File: config.mk
export PLATFORM = sky130hd
export DESIGN_NAME = wb_cmd_master
export DESIGN_NICKNAME = d
export VERILOG_FILES = /design/src/rtl/wb_cmd_master.sv
export SDC_FILE = /design/constraint.sdc
export NUM_CORES = 1
export LEC_CHECK = 0
export BUFFER_PORTS_ARGS = -buffer_cell sky130_fd_sc_hd__buf_2
export CAP_MARGIN = 30
export CORE_UTILIZATION = 35
export DETAILED_ROUTE_END_ITERATION = 16
export PLACE_DENSITY_LB_ADDON = 0.05
export REMOVE_ABC_BUFFERS = 1
export SLEW_MARGIN = 20
export SYNTH_ARGS = -nofsm -noshare
export SYNTH_HDL_FRONTEND = slang
export SYNTH_SLANG_ARGS = --single-unit
export TNS_END_PERCENT = 1
File: constraint.sdc
create_clock -name wb_clk -period 2 [get_ports wb_clk]
set_input_delay 0.2 -clock wb_clk [delete_from_list [all_inputs] [get_ports wb_clk]]
set_output_delay 0.2 -clock wb_clk [all_outputs]
set_load 0.05 [all_outputs]
File: src/rtl/wb_cmd_master.sv
// wb_cmd_master: turns a valid/ready command stream into one Wishbone classic cycle per command.
// Optional bus-hang watchdog is compiled in when WB_CMD_MASTER_TIMEOUT_EN is defined.
module wb_cmd_master #(
    parameter int AW        = 32,
    parameter int DW        = 32,
    parameter int TIMEOUT   = 256,
    parameter int MAX_RETRY = 3
) (
    input  logic          wb_clk,
    input  logic          wb_rst,

    input  logic          cmd_valid,
    output logic          cmd_ready,
    input  logic          cmd_we,
    input  logic [AW-1:0] cmd_adr,
    input  logic [DW-1:0] cmd_dat,
    input  logic [3:0]    cmd_sel,

    output logic          rsp_valid,
    input  logic          rsp_ready,
    output logic [DW-1:0] rsp_dat,
    output logic [1:0]    rsp_status,

    output logic          wb_cyc_o,
    output logic          wb_stb_o,
    output logic          wb_we_o,
    output logic [AW-1:0] wb_adr_o,
    output logic [DW-1:0] wb_dat_o,
    output logic [3:0]    wb_sel_o,
    input  logic [DW-1:0] wb_dat_i,
    input  logic          wb_ack_i,
    input  logic          wb_err_i,
    input  logic          wb_rty_i
);

    typedef enum logic [1:0] {
        IDLE = 2'd0,
        BUS  = 2'd1,
        GAP  = 2'd2,
        RSP  = 2'd3
    } state_t;

    localparam logic [1:0] ST_OK  = 2'b00;
    localparam logic [1:0] ST_ERR = 2'b01;
    localparam logic [1:0] ST_RTY = 2'b10;
    localparam logic [3:0] RETRY_LIMIT = 4'(MAX_RETRY);

    state_t     r_state;
    logic [3:0] r_retryCnt;
    logic       r_gapCnt;

`ifdef WB_CMD_MASTER_TIMEOUT_EN
    localparam logic [1:0]  ST_TMO    = 2'b11;
    localparam logic [15:0] WDOG_LAST = 16'(TIMEOUT - 1);
    logic [15:0] r_wdog;
`endif

    assign cmd_ready = (r_state == IDLE);

    // Terminations are only looked at in BUS, so stale acks from unqualified slaves are harmless.
    always_ff @(posedge wb_clk) begin
        if (wb_rst) begin
            r_state    <= IDLE;
            r_retryCnt <= '0;
            r_gapCnt   <= 1'b0;
            rsp_valid  <= 1'b0;
            rsp_dat    <= '0;
            rsp_status <= ST_OK;
            wb_cyc_o   <= 1'b0;
            wb_stb_o   <= 1'b0;
            wb_we_o    <= 1'b0;
            wb_adr_o   <= '0;
            wb_dat_o   <= '0;
            wb_sel_o   <= '0;
`ifdef WB_CMD_MASTER_TIMEOUT_EN
            r_wdog     <= '0;
`endif
        end else begin
            case (r_state)
                IDLE: begin
                    if (cmd_valid) begin
                        wb_we_o    <= cmd_we;
                        wb_adr_o   <= cmd_adr;
                        wb_dat_o   <= cmd_dat;
                        wb_sel_o   <= cmd_sel;
                        wb_cyc_o   <= 1'b1;
                        wb_stb_o   <= 1'b1;
                        r_retryCnt <= '0;
`ifdef WB_CMD_MASTER_TIMEOUT_EN
                        r_wdog     <= '0;
`endif
                        r_state    <= BUS;
                    end
                end
                BUS: begin
                    if (wb_ack_i) begin
                        rsp_dat    <= wb_we_o ? '0 : wb_dat_i;
                        rsp_status <= ST_OK;
                        rsp_valid  <= 1'b1;
                        wb_cyc_o   <= 1'b0;
                        wb_stb_o   <= 1'b0;
                        r_state    <= RSP;
                    end else if (wb_err_i) begin
                        rsp_dat    <= '0;
                        rsp_status <= ST_ERR;
                        rsp_valid  <= 1'b1;
                        wb_cyc_o   <= 1'b0;
                        wb_stb_o   <= 1'b0;
                        r_state    <= RSP;
                    end else if (wb_rty_i) begin
                        wb_cyc_o <= 1'b0;
                        wb_stb_o <= 1'b0;
                        if (r_retryCnt == RETRY_LIMIT) begin
                            rsp_dat    <= '0;
                            rsp_status <= ST_RTY;
                            rsp_valid  <= 1'b1;
                            r_state    <= RSP;
                        end else begin
                            r_retryCnt <= r_retryCnt + 4'd1;
                            r_gapCnt   <= 1'b0;
                            r_state    <= GAP;
                        end
                    end
`ifdef WB_CMD_MASTER_TIMEOUT_EN
                    else if (r_wdog == WDOG_LAST) begin
                        rsp_dat    <= '0;
                        rsp_status <= ST_TMO;
                        rsp_valid  <= 1'b1;
                        wb_cyc_o   <= 1'b0;
                        wb_stb_o   <= 1'b0;
                        r_state    <= RSP;
                    end else begin
                        r_wdog <= r_wdog + 16'd1;
                    end
`endif
                end
                // Two idle cycles give a registered slave time to drop its retry before re-issuing.
                GAP: begin
                    if (r_gapCnt) begin
                        wb_cyc_o <= 1'b1;
                        wb_stb_o <= 1'b1;
`ifdef WB_CMD_MASTER_TIMEOUT_EN
                        r_wdog   <= '0;
`endif
                        r_state  <= BUS;
                    end else begin
                        r_gapCnt <= 1'b1;
                    end
                end
                RSP: begin
                    if (rsp_ready) begin
                        rsp_valid <= 1'b0;
                        r_state   <= IDLE;
                    end
                end
                default: r_state <= IDLE;
            endcase
        end
    end

endmodule
==> results of run 1 <==
kinds of logic after synthesis:
| group | Yosys count | synth area share [%] |
|---|---|---|
| and+or+nand+nor | 237 | 25.24 |
| AOI/OAI and AO/OA | 125 | 16.66 |
| DFF | 112 | 51.75 |
| buffers and inverters | 45 | 6.064 |
| adders and majority gates | 1 | 0.2887 |
state kept, by name (all words and copies together) (netlist names):
| name | flops |
|---|---|
| r_gapCnt | 1 |
| r_retryCnt | 4 |
| r_state | 2 |
| rsp_dat | 32 |
| rsp_status | 2 |
| rsp_valid | 1 |
| wb_adr_o | 32 |
| wb_dat_o | 32 |
| wb_sel_o | 4 |
| wb_stb_o | 1 |
| wb_we_o | 1 |
critical path: stages (launching register included):
cell	delay, ns
dfxtp_1	0.37
ha_1	0.21
or3b_4	0.42
a41oi_1	0.30
a211oi_1	0.09
o21ai_1	0.13
stage by stage:
step,std cells,worst slack (ns),power (W),setup TNS (ns)
final,886,0.4080,0.005598,0
after CTS,886,0.4214,0.005687,0
after detailed placement,871,0.4259,0.003789,0
after global routing,886,0.2390,0.005872,0
after global placement,871,0.4673,0.003770,0
after floorplan,479,-0.7618,0.003328,-46.39
path summary, 6_finish.rpt:
path | startpoint | end
setup / recovery | r_retryCnt[1]$_SDFFE_PP0P_ | r_retryCnt[3]$_SDFFE_PP0P_
hold / removal | wb_dat_i[23] | rsp_dat[23]$_SDFFE_PP0P_
setup reg to reg | r_retryCnt[1]$_SDFFE_PP0P_ | r_retryCnt[3]$_SDFFE_PP0P_
hold reg to reg | wb_adr_o[12]$_SDFFE_PP0P_ | wb_adr_o[12]$_SDFFE_PP0P_
per-layer routing:
metal	up-vias	part of all wire, %	wire [um]	GRT usage [%]
met2	138	47	5388	28.83
met3	5	8.4	963	6.856
met1	1843	44	5007	21.60
met5	-	0	0	0
li1	2105	-	-	-
met4	0	0.55	63	4.737
synthesized netlist by cell type, types with 2 or more instances:
master / instances / area share (%)
nand2_1: 142 / 12
dfxtp_1: 112 / 52
a21oi_1: 74 / 8.5
nand2b_1: 34 / 4.9
nand3_1: 33 / 3.8
o21ai_0: 18 / 2.1
clkbuf_1: 17 / 1.5
o21ai_2: 17 / 3.4
buf_2: 9 / 1.0
buf_6: 9 / 2.3
o21ai_1: 6 / 0.69
nor2_1: 5 / 0.43
nor2b_1: 5 / 0.72
buf_4: 4 / 0.69
inv_1: 4 / 0.35
a211oi_1: 2 / 0.35
and2_1: 2 / 0.29
buf_1: 2 / 0.17
nand4_1: 2 / 0.29
nor3_1: 2 / 0.23
o211ai_1: 2 / 0.35
or3_1: 2 / 0.29
report_power, final:
group / internal [W] / total [W] / switching [W]
Clock: 0.00109 / 0.00187 / 0.000783
Combinational: 0.000357 / 0.00127 / 0.000917
Sequential: 0.00237 / 0.00245 / 0.0000767
area by class of cell:
cell class	instances	share of cell area, %
clock buffer	10	3.921
clock inverter	5	1.414
inverter	4	0.2571
multi-input combinational	363	31.45
sequential	112	38.40
tap	168	3.600
timing repair buffer	224	20.96
==> flow_summary.json, run 1 <==
{
  "status": "completed",
  "critPathArrivalTime_ns": 1.86,
  "ctsHoldBuffers": 0,
  "grt_antenna_before_repair": 0,
  "seq_area_frac_synth_pct": 51.75,
  "tightest_slew_ns": 0.4562,
  "dr_total_vias": 4091,
  "grt_pass1_wl_mm": 17.88,
  "grt_overflow": 0,
  "ant_nets": 0,
  "layout-drive-gt1-share_pct": 36.63,
  "r2r_cells": 5,
  "ys_warn_count": 0,
  "fmax_mhz": 628.1,
  "syn_area_um2": 4333,
  "area.sequential_um2": 2242,
  "ys_seq_elements": 112,
  "wirelength_mm": 11.42,
  "drt-vias-per-instance": 4.617,
  "ir_worst_vdd_mv": 0.3956,
  "worstPathMaxFanout": 5,
  "grt_max_degree": 106,
  "final_common_cell": "buf_2",
  "core-area_um2": 12060,
  "end_kind": "flop",
  "ctsHtreeMaxLevel": 3,
  "start_kind": "flop",
  "die_h_um": 113.3,
  "maxCapViolCount": 0,
  "firstDrtPassIters": 4,
  "slew_violations": 0,
  "start_util_pct": 35.92,
  "final_core_util_pct": 48.41,
  "grt_pass1_vias": 3725,
  "drt_iter0_markers": 246,
  "root_buffer": "clkbuf_16",
  "clk_latency_ns": 0.34,
  "fin_skew_ns": 0.008210,
  "final_cell_mix": "buf_2 (213), nand2_1 (142), dfxtp_1 (112), a21oi_1 (74), nand2b_1 (34)",
  "path_class": "flop to flop",
  "hold_path.class": "input pin to flop",
  "fin_area_um2": 5839,
  "netlist_instances": 520,
  "io_pins": 215,
  "place_area_um2": 5528,
  "power_leakage_nw": 2.649,
  "dp_hpwl_mm": 7.947,
  "rsz0062_at_grt": "false",
  "r2r_slack_ns": 0.41,
  "min_period_ns": 1.592,
  "wl_per_cell_um": 12.89,
  "areaGrowthSynthToFinish_pct": 34.77,
  "cts_resized": 0,
  "dieWidth_um": 113.3,
  "multi_input_area_um2": 1837,
  "dieArea_um2": 12830,
  "cts_inserted_buffers": 9,
  "slew_headroom_pct": 69.55,
  "cts_setup_buffers": 0,
  "async_flop_share_pct": 0,
  "synth.avg_cell_area_um2": 8.333,
  "nets": 823,
  "power_density_nw_per_um2": 958.6,
  "ys.flop_type": "dfxtp_1",
  "io_buffer_count": 214,
  "clk_path_buf_depth": 2,
  "clkTransAtPathRegs_ns": 0.07,
  "num_antenna_cells": 0,
  "synth.distinct_cells": 39,
  "grt_util_all_layers_pct": 17.63,
  "required_ns": 2.27,
  "timing.hold.ws_ns": 0.07773,
  "fillers": 1192,
  "synth_edf_count": 0,
  "min_period_over_period_pct": 79.60,
  "cts_tree": "yes",
  "hold_depth": 3,
  "finalHoldViolations": 0,
  "clock-sinks": 112,
  "num_rows": 40,
  "gp_congestion": 0.7457,
  "finalSetupViolCount": 0,
  "drcViolationCount": 0
}
Note: power is estimated with default switching activity, not from simulation.
==> run 2, diff against run 1 <==
==> constraint.sdc (replaced) <==
create_clock -name wb_clk -period 1.3 [get_ports wb_clk]
set_input_delay 0.13 -clock wb_clk [delete_from_list [all_inputs] [get_ports wb_clk]]
set_output_delay 0.13 -clock wb_clk [all_outputs]
set_load 0.05 [all_outputs]
==> run 2 against run 1 <==
  * The flow now finishes with violations (hold timing, setup timing)
  * Sequential share of layout area is 4.4 points lower
  * Register-to-register slack got worse by 0.58 ns
  * Critical path type unchanged
  * Critical path depth up 2
  * Cell count is 4.5% higher
  * Largest cell class unchanged
  * Worst setup slack lost 0.58 ns
  * Power rose by 59%
==> flow_summary.json, run 2 (synthesis gave the netlist of run 1 again) <==
{
  "fin_area_um2": 6611,
  "start_util_pct": 35.92,
  "dieArea_um2": 12830,
  "cts_inserted_buffers": 9,
  "grt_overflow": 0,
  "fin_skew_ns": 0.005066,
  "core-area_um2": 12060,
  "worstPathMaxFanout": 8,
  "grt_max_degree": 62,
  "dp_slack_ns": -0.2258,
  "hold_path.class": "input pin to flop",
  "clock-sinks": 112,
  "p_sw_w": 0.002901,
  "multi_input_area_um2": 2073,
  "p_comb_share_pct": 26.9,
  "slew_violations": 0,
  "path_class": "flop to flop",
  "power_density_nw_per_um2": 1350,
  "fmax_mhz": 681.1,
  "die_h_um": 113.3,
  "finalHoldViolations": 1,
  "start_kind": "flop",
  "dieWidth_um": 113.3,
  "tightest_slew_ns": 0.3117,
  "final_common_cell": "buf_2",
  "p_int_w": 0.006026,
  "dr_total_vias": 4388,
  "clkTransAtPathRegs_ns": 0.07,
  "drcViolationCount": 0,
  "grt_pass1_vias": 3978,
  "num_antenna_cells": 0,
  "firstDrtPassIters": 4,
  "end_kind": "flop",
  "finalPower_w": 0.008927,
  "status": "finished, violations left",
  "finalWorstSetupSlack_ns": -0.1681,
  "min_period_over_period_pct": 112.9,
  "dp_hpwl_mm": 8.510,
  "sequentialPowerShare_pct": 42.2,
  "finalSetupViolCount": 39,
  "clk_path_buf_depth": 2,
  "slew_headroom_pct": 79.14,
  "rsz0062_at_grt": "true",
  "ant_nets": 0,
  "violations": "hold timing, setup timing",
  "fillers": 1130,
  "wl_per_cell_um": 14.15,
  "root_buffer": "clkbuf_16",
  "min_period_ns": 1.468,
  "io_pins": 215,
  "ir_worst_vdd_mv": 0.5554,
  "drt_iter0_markers": 320,
  "areaGrowthSynthToFinish_pct": 52.58,
  "power_leakage_nw": 2.947,
  "timing.hold.ws_ns": -0.0007277,
  "area.sequential_um2": 2247,
  "place_area_um2": 5708,
  "setup_tns_ns": -5.133,
  "layout-drive-gt1-share_pct": 45.78,
  "sw_frac_of_total_pct": 32.50,
  "critPathArrivalTime_ns": 1.71,
  "grt_antenna_before_repair": 1,
  "ctsHtreeMaxLevel": 3,
  "num_rows": 40,
  "io_buffer_count": 214,
  "gp_congestion": 0.8156,
  "maxCapViolCount": 0,
  "final_cell_mix": "buf_2 (212), nand2_1 (142), dfxtp_1 (108), a21oi_1 (57), nand2b_1 (34)",
  "required_ns": 1.54,
  "nets": 863,
  "top_regs": "rsp_dat (32), wb_adr_o (32), wb_dat_o (32)",
  "cts_tree": "yes",
  "grt_pass1_wl_mm": 19.35,
  "grt_util_all_layers_pct": 19.00,
  "drt-vias-per-instance": 4.739,
  "clkPwrFrac_pct": 30.9,
  "wirelength_mm": 13.10,
  "clk_latency_ns": 0.34
}
-- run 2: power by group through the flow --
| stage | Clock, W | Sequential, W | Combinational [W] |
|---|---|---|---|
| floorplan | 0 | 0.00460 | 0.000521 |
| global placement | 0 | 0.00383 | 0.00206 |
| detailed placement | 0 | 0.00384 | 0.00208 |
| CTS | 0.00285 | 0.00376 | 0.00221 |
| global route | 0.00296 | 0.00379 | 0.00256 |
| finish | 0.00276 | 0.00376 | 0.00240 |
-- run 2: what timing repair did --
action                                  in CTS  in global routing
endpoints found under the setup margin      95                 82
gates cloned                                 3                  6
resized for setup                           31                 53
endpoints found under the hold margin        6                  0
pin swaps                                   12                 19
buffers inserted                             1                  5
hold buffers                                 6                  0
-- run 2: final timing paths --
check                                   from                  endpoint  slack (ns)  cells past startpoint
hold / removal                   wb_dat_i[1]   rsp_dat[1]$_SDFFE_PP0P_     -0.0007                      3
setup reg to reg  r_retryCnt[0]$_SDFFE_PP0P_  rsp_dat[13]$_SDFFE_PP0P_       -0.17                      7
setup / recovery  r_retryCnt[0]$_SDFFE_PP0P_  rsp_dat[13]$_SDFFE_PP0P_       -0.17                      7
hold reg to reg     wb_dat_o[4]$_SDFFE_PP0P_  wb_dat_o[4]$_SDFFE_PP0P_        0.45                      2
-- run 2: metal layers --
metal  GRT usage (%)  share of wire [%]  vias up
met2           30.80                 48      156
li1                -                  -     2183
met4           7.193                1.4        2
met1           23.77                 43     2033
met3           5.678                7.6       14
met5               0              0.099        -
-- run 2: area by class of cell --
class                           count  share of cell area, %
Inverter                            4                 0.2271
Tap cell                          168                  3.179
Sequential cell                   112                  33.99
Multi-Input combinational cell    363                  31.36
Timing Repair Buffer              264                  26.87
Clock inverter                      3                 0.6435
Clock buffer                       12                  3.728
-- run 2: per-stage QoR --
stage	instances	util, %
3_3_place_gp	890	47.32
4_1_cts	915	51.51
2_1_floorplan	479	-
3_5_place_dp	890	47.32
6_report	926	54.81
5_1_grt	926	54.81
-- run 2: worst max-delay path: stages (launching register included) --
cell and delay (ns):
dfxtp_2 0.34, ha_4 0.16, and4bb_1 0.21, o21a_4 0.22, buf_12 0.16, buf_16 0.14, nand3_1 0.09, o21ai_2 0.05
==> run 3, diff against run 2 <==
==> constraint.sdc (replaced) <==
create_clock -name wb_clk -period 1.39 [get_ports wb_clk]
set_input_delay 0.139 -clock wb_clk [delete_from_list [all_inputs] [get_ports wb_clk]]
set_output_delay 0.139 -clock wb_clk [all_outputs]
set_load 0.05 [all_outputs]
==> run 3 against run 2 <==
  * Clock-buffer cell count shrank 1
  * Cell count fell by 2.3%
  * Clock skew is 0.0012 ns higher
  * Sequential power down 6.4%
  * Critical path depth fell by 1
  * Largest power group unchanged
  * Fmax grew 3.5%
  * Core utilization decreased by 3.8 points
  * Flip-flop and latch count unchanged
  * Via count down 4.5%
  * The run ends with setup timing left
  * Worst hold slack gained 0.0098 ns
  * Cell area decreased by 6.9%
==> flow_summary.json, run 3 (synthesis gave the netlist of run 1 again) <==
{
  "end_kind": "flop",
  "core-area_um2": 12060,
  "timing.rr.end": "rsp_dat[0]$_SDFFE_PP0P_",
  "required_ns": 1.67,
  "stdcell_count": 905,
  "maxCapViolCount": 0,
  "path_class": "flop to flop",
  "status": "finished, violations left",
  "clkTransAtPathRegs_ns": 0.07,
  "grt_overflow": 0,
  "area.sequential_um2": 2245,
  "top_regs": "rsp_dat (32), wb_adr_o (32), wb_dat_o (32)",
  "cts_inserted_buffers": 9,
  "min_period_ns": 1.418,
  "num_rows": 40,
  "dieWidth_um": 113.3,
  "start_kind": "flop",
  "grt_util_all_layers_pct": 18.25,
  "nets": 842,
  "power_density_nw_per_um2": 1308,
  "firstDrtPassIters": 4,
  "clk_path_buf_depth": 2,
  "wirelength_mm": 11.91,
  "min_from": "wb_dat_i[7]",
  "wl_per_cell_um": 13.16,
  "slew_headroom_pct": 75.62,
  "slew_violations": 0,
  "fillers": 1194,
  "clk_latency_ns": 0.35,
  "tightest_slew_ns": 0.3644,
  "multi_input_area_um2": 1943,
  "path_buf_inv": 2,
  "die_h_um": 113.3,
  "drcViolationCount": 0,
  "dp_hpwl_mm": 8.326,
  "fmax_mhz": 705.2,
  "io_buffer_count": 214,
  "grt_pass1_vias": 3701,
  "root_buffer": "clkbuf_16",
  "finalSetupViolCount": 3,
  "final_common_cell": "buf_2",
  "cp_slowest_stage_delay_ns": 0.34,
  "drt_iter0_markers": 193,
  "num_antenna_cells": 0,
  "grt_antenna_before_repair": 0,
  "violations": "setup timing",
  "rsz0062_at_grt": "true",
  "hold_path.class": "input pin to flop",
  "finalWorstSetupSlack_ns": -0.02804,
  "start_util_pct": 35.92,
  "grt_max_degree": 62,
  "ir_worst_vdd_mv": 0.7010,
  "finalHoldViolations": 0,
  "drt-vias-per-instance": 4.630,
  "final_cell_mix": "buf_2 (212), nand2_1 (142), dfxtp_1 (110), a21oi_1 (74), nand2b_1 (34)",
  "layout-drive-gt1-share_pct": 40.57,
  "worstPathMaxFanout": 18,
  "fin_skew_ns": 0.006299,
  "hold_depth": 3,
  "placed_cells": 884,
  "gp_congestion": 0.8228,
  "dieArea_um2": 12830,
  "clock-sinks": 112,
  "critPathTopFamily": "compound AO/OA/AOI/OAI gates",
  "min_period_over_period_pct": 102.0,
  "slowest_stage": "dfxtp_2",
  "r2r_start": "r_retryCnt[1]$_SDFFE_PP0P_",
  "cp.depth": 6,
  "cts_tree": "yes",
  "holdPathEnd": "rsp_dat[7]$_SDFFE_PP0P_",
  "areaGrowthSynthToFinish_pct": 42.07,
  "dp_slack_ns": -0.1267,
  "ctsHtreeMaxLevel": 3,
  "r2r_slack_ns": -0.03,
  "power_leakage_nw": 2.788,
  "crit_chain": "ha_4 > and4bb_1 > o21a_4 > buf_12 > buf_6 > o21ai_2",
  "ant_nets": 0,
  "dr_total_vias": 4190,
  "grt_pass1_wl_mm": 18.60,
  "critPathArrivalTime_ns": 1.70,
  "io_pins": 215,
  "r2r_cells": 6
}
-- run 3: cell types whose count changed in the layout (fill, tap and decap cells not counted), moves of 6 or more --
cell	delta
buf_6	-7
a21oi_2	-17
nand3_2	-6
nand3_1	+8
a21oi_1	+17
-- run 3: metrics by stage --
stage	power, W	util (%)	setup TNS (ns)	cell area (um^2)	hold WS [ns]
finish	0.008051	51.04	-0.06152	6156	0.009032
floorplan	0.004788	-	-108.88	4085	0.2081
detailed placement	0.005505	46.95	-1.664	5663	0.3601
global placement	0.005482	46.95	-1.023	5663	0.3530
CTS	0.008125	50.33	-0.2648	6071	0.001288
global route	0.008436	51.04	-1.541	6156	0.01170
-- run 3: how the worst max path moves through the flow --
stage	from	end	slack (ns)
floorplan	r_state[0]$_SDFFE_PP0P_	rsp_dat[16]$_SDFFE_PP0P_	-1.37
global placement	r_retryCnt[0]$_SDFFE_PP0P_	r_retryCnt[3]$_SDFFE_PP0P_	-0.10
detailed placement	r_retryCnt[1]$_SDFFE_PP0P_	r_retryCnt[0]$_SDFFE_PP0P_	-0.13
CTS	r_retryCnt[1]$_SDFFE_PP0P_	rsp_dat[0]$_SDFFE_PP0P_	-0.03
global route	r_retryCnt[1]$_SDFFE_PP0P_	rsp_dat[13]$_SDFFE_PP0P_	-0.09
finish	r_retryCnt[1]$_SDFFE_PP0P_	rsp_dat[0]$_SDFFE_PP0P_	-0.03
-- run 3: timing repair --
item / in CTS / in global routing
endpoints found under the setup margin: 38 / 85
pin swaps: 7 / 13
cloned: 1 / 1
gates resized for setup: 17 / 22
buffers inserted: 1 / 0
hold endpoints to repair: 3 / 0
hold buffers: 3 / 0
-- run 3: layer usage --
metal / GRT usage (%) / vias up / share of wire (%) / routed length (um)
met1: 23.33 / 1886 / 45 / 5304
met5: 0 / - / 0 / 0
li1: - / 2144 / - / -
met2: 28.92 / 148 / 46 / 5505
met3: 5.035 / 12 / 7.7 / 918
met4: 7.807 / 0 / 1.6 / 186
-- run 3: layout make-up --
type	count	share of cell area, %
clock buffer	11	3.943
clock inverter	4	0.7317
inverter	4	0.2439
multi-input combinational	363	31.57
sequential	112	36.46
tap	168	3.415
timing repair buffer	243	23.64
-- run 3: tightest hold or removal path: stages --
cell and delay (ns):
buf_2 0.09, nand3_2 0.05, o21ai_2 0.05
-- run 3: where the power goes --
part           internal (W)  leakage, nW  total [W]  switching (W)
Sequential          0.00342        0.916    0.00352       0.000101
Combinational      0.000615         1.73    0.00199        0.00138
Clock               0.00143        0.145    0.00254        0.00111
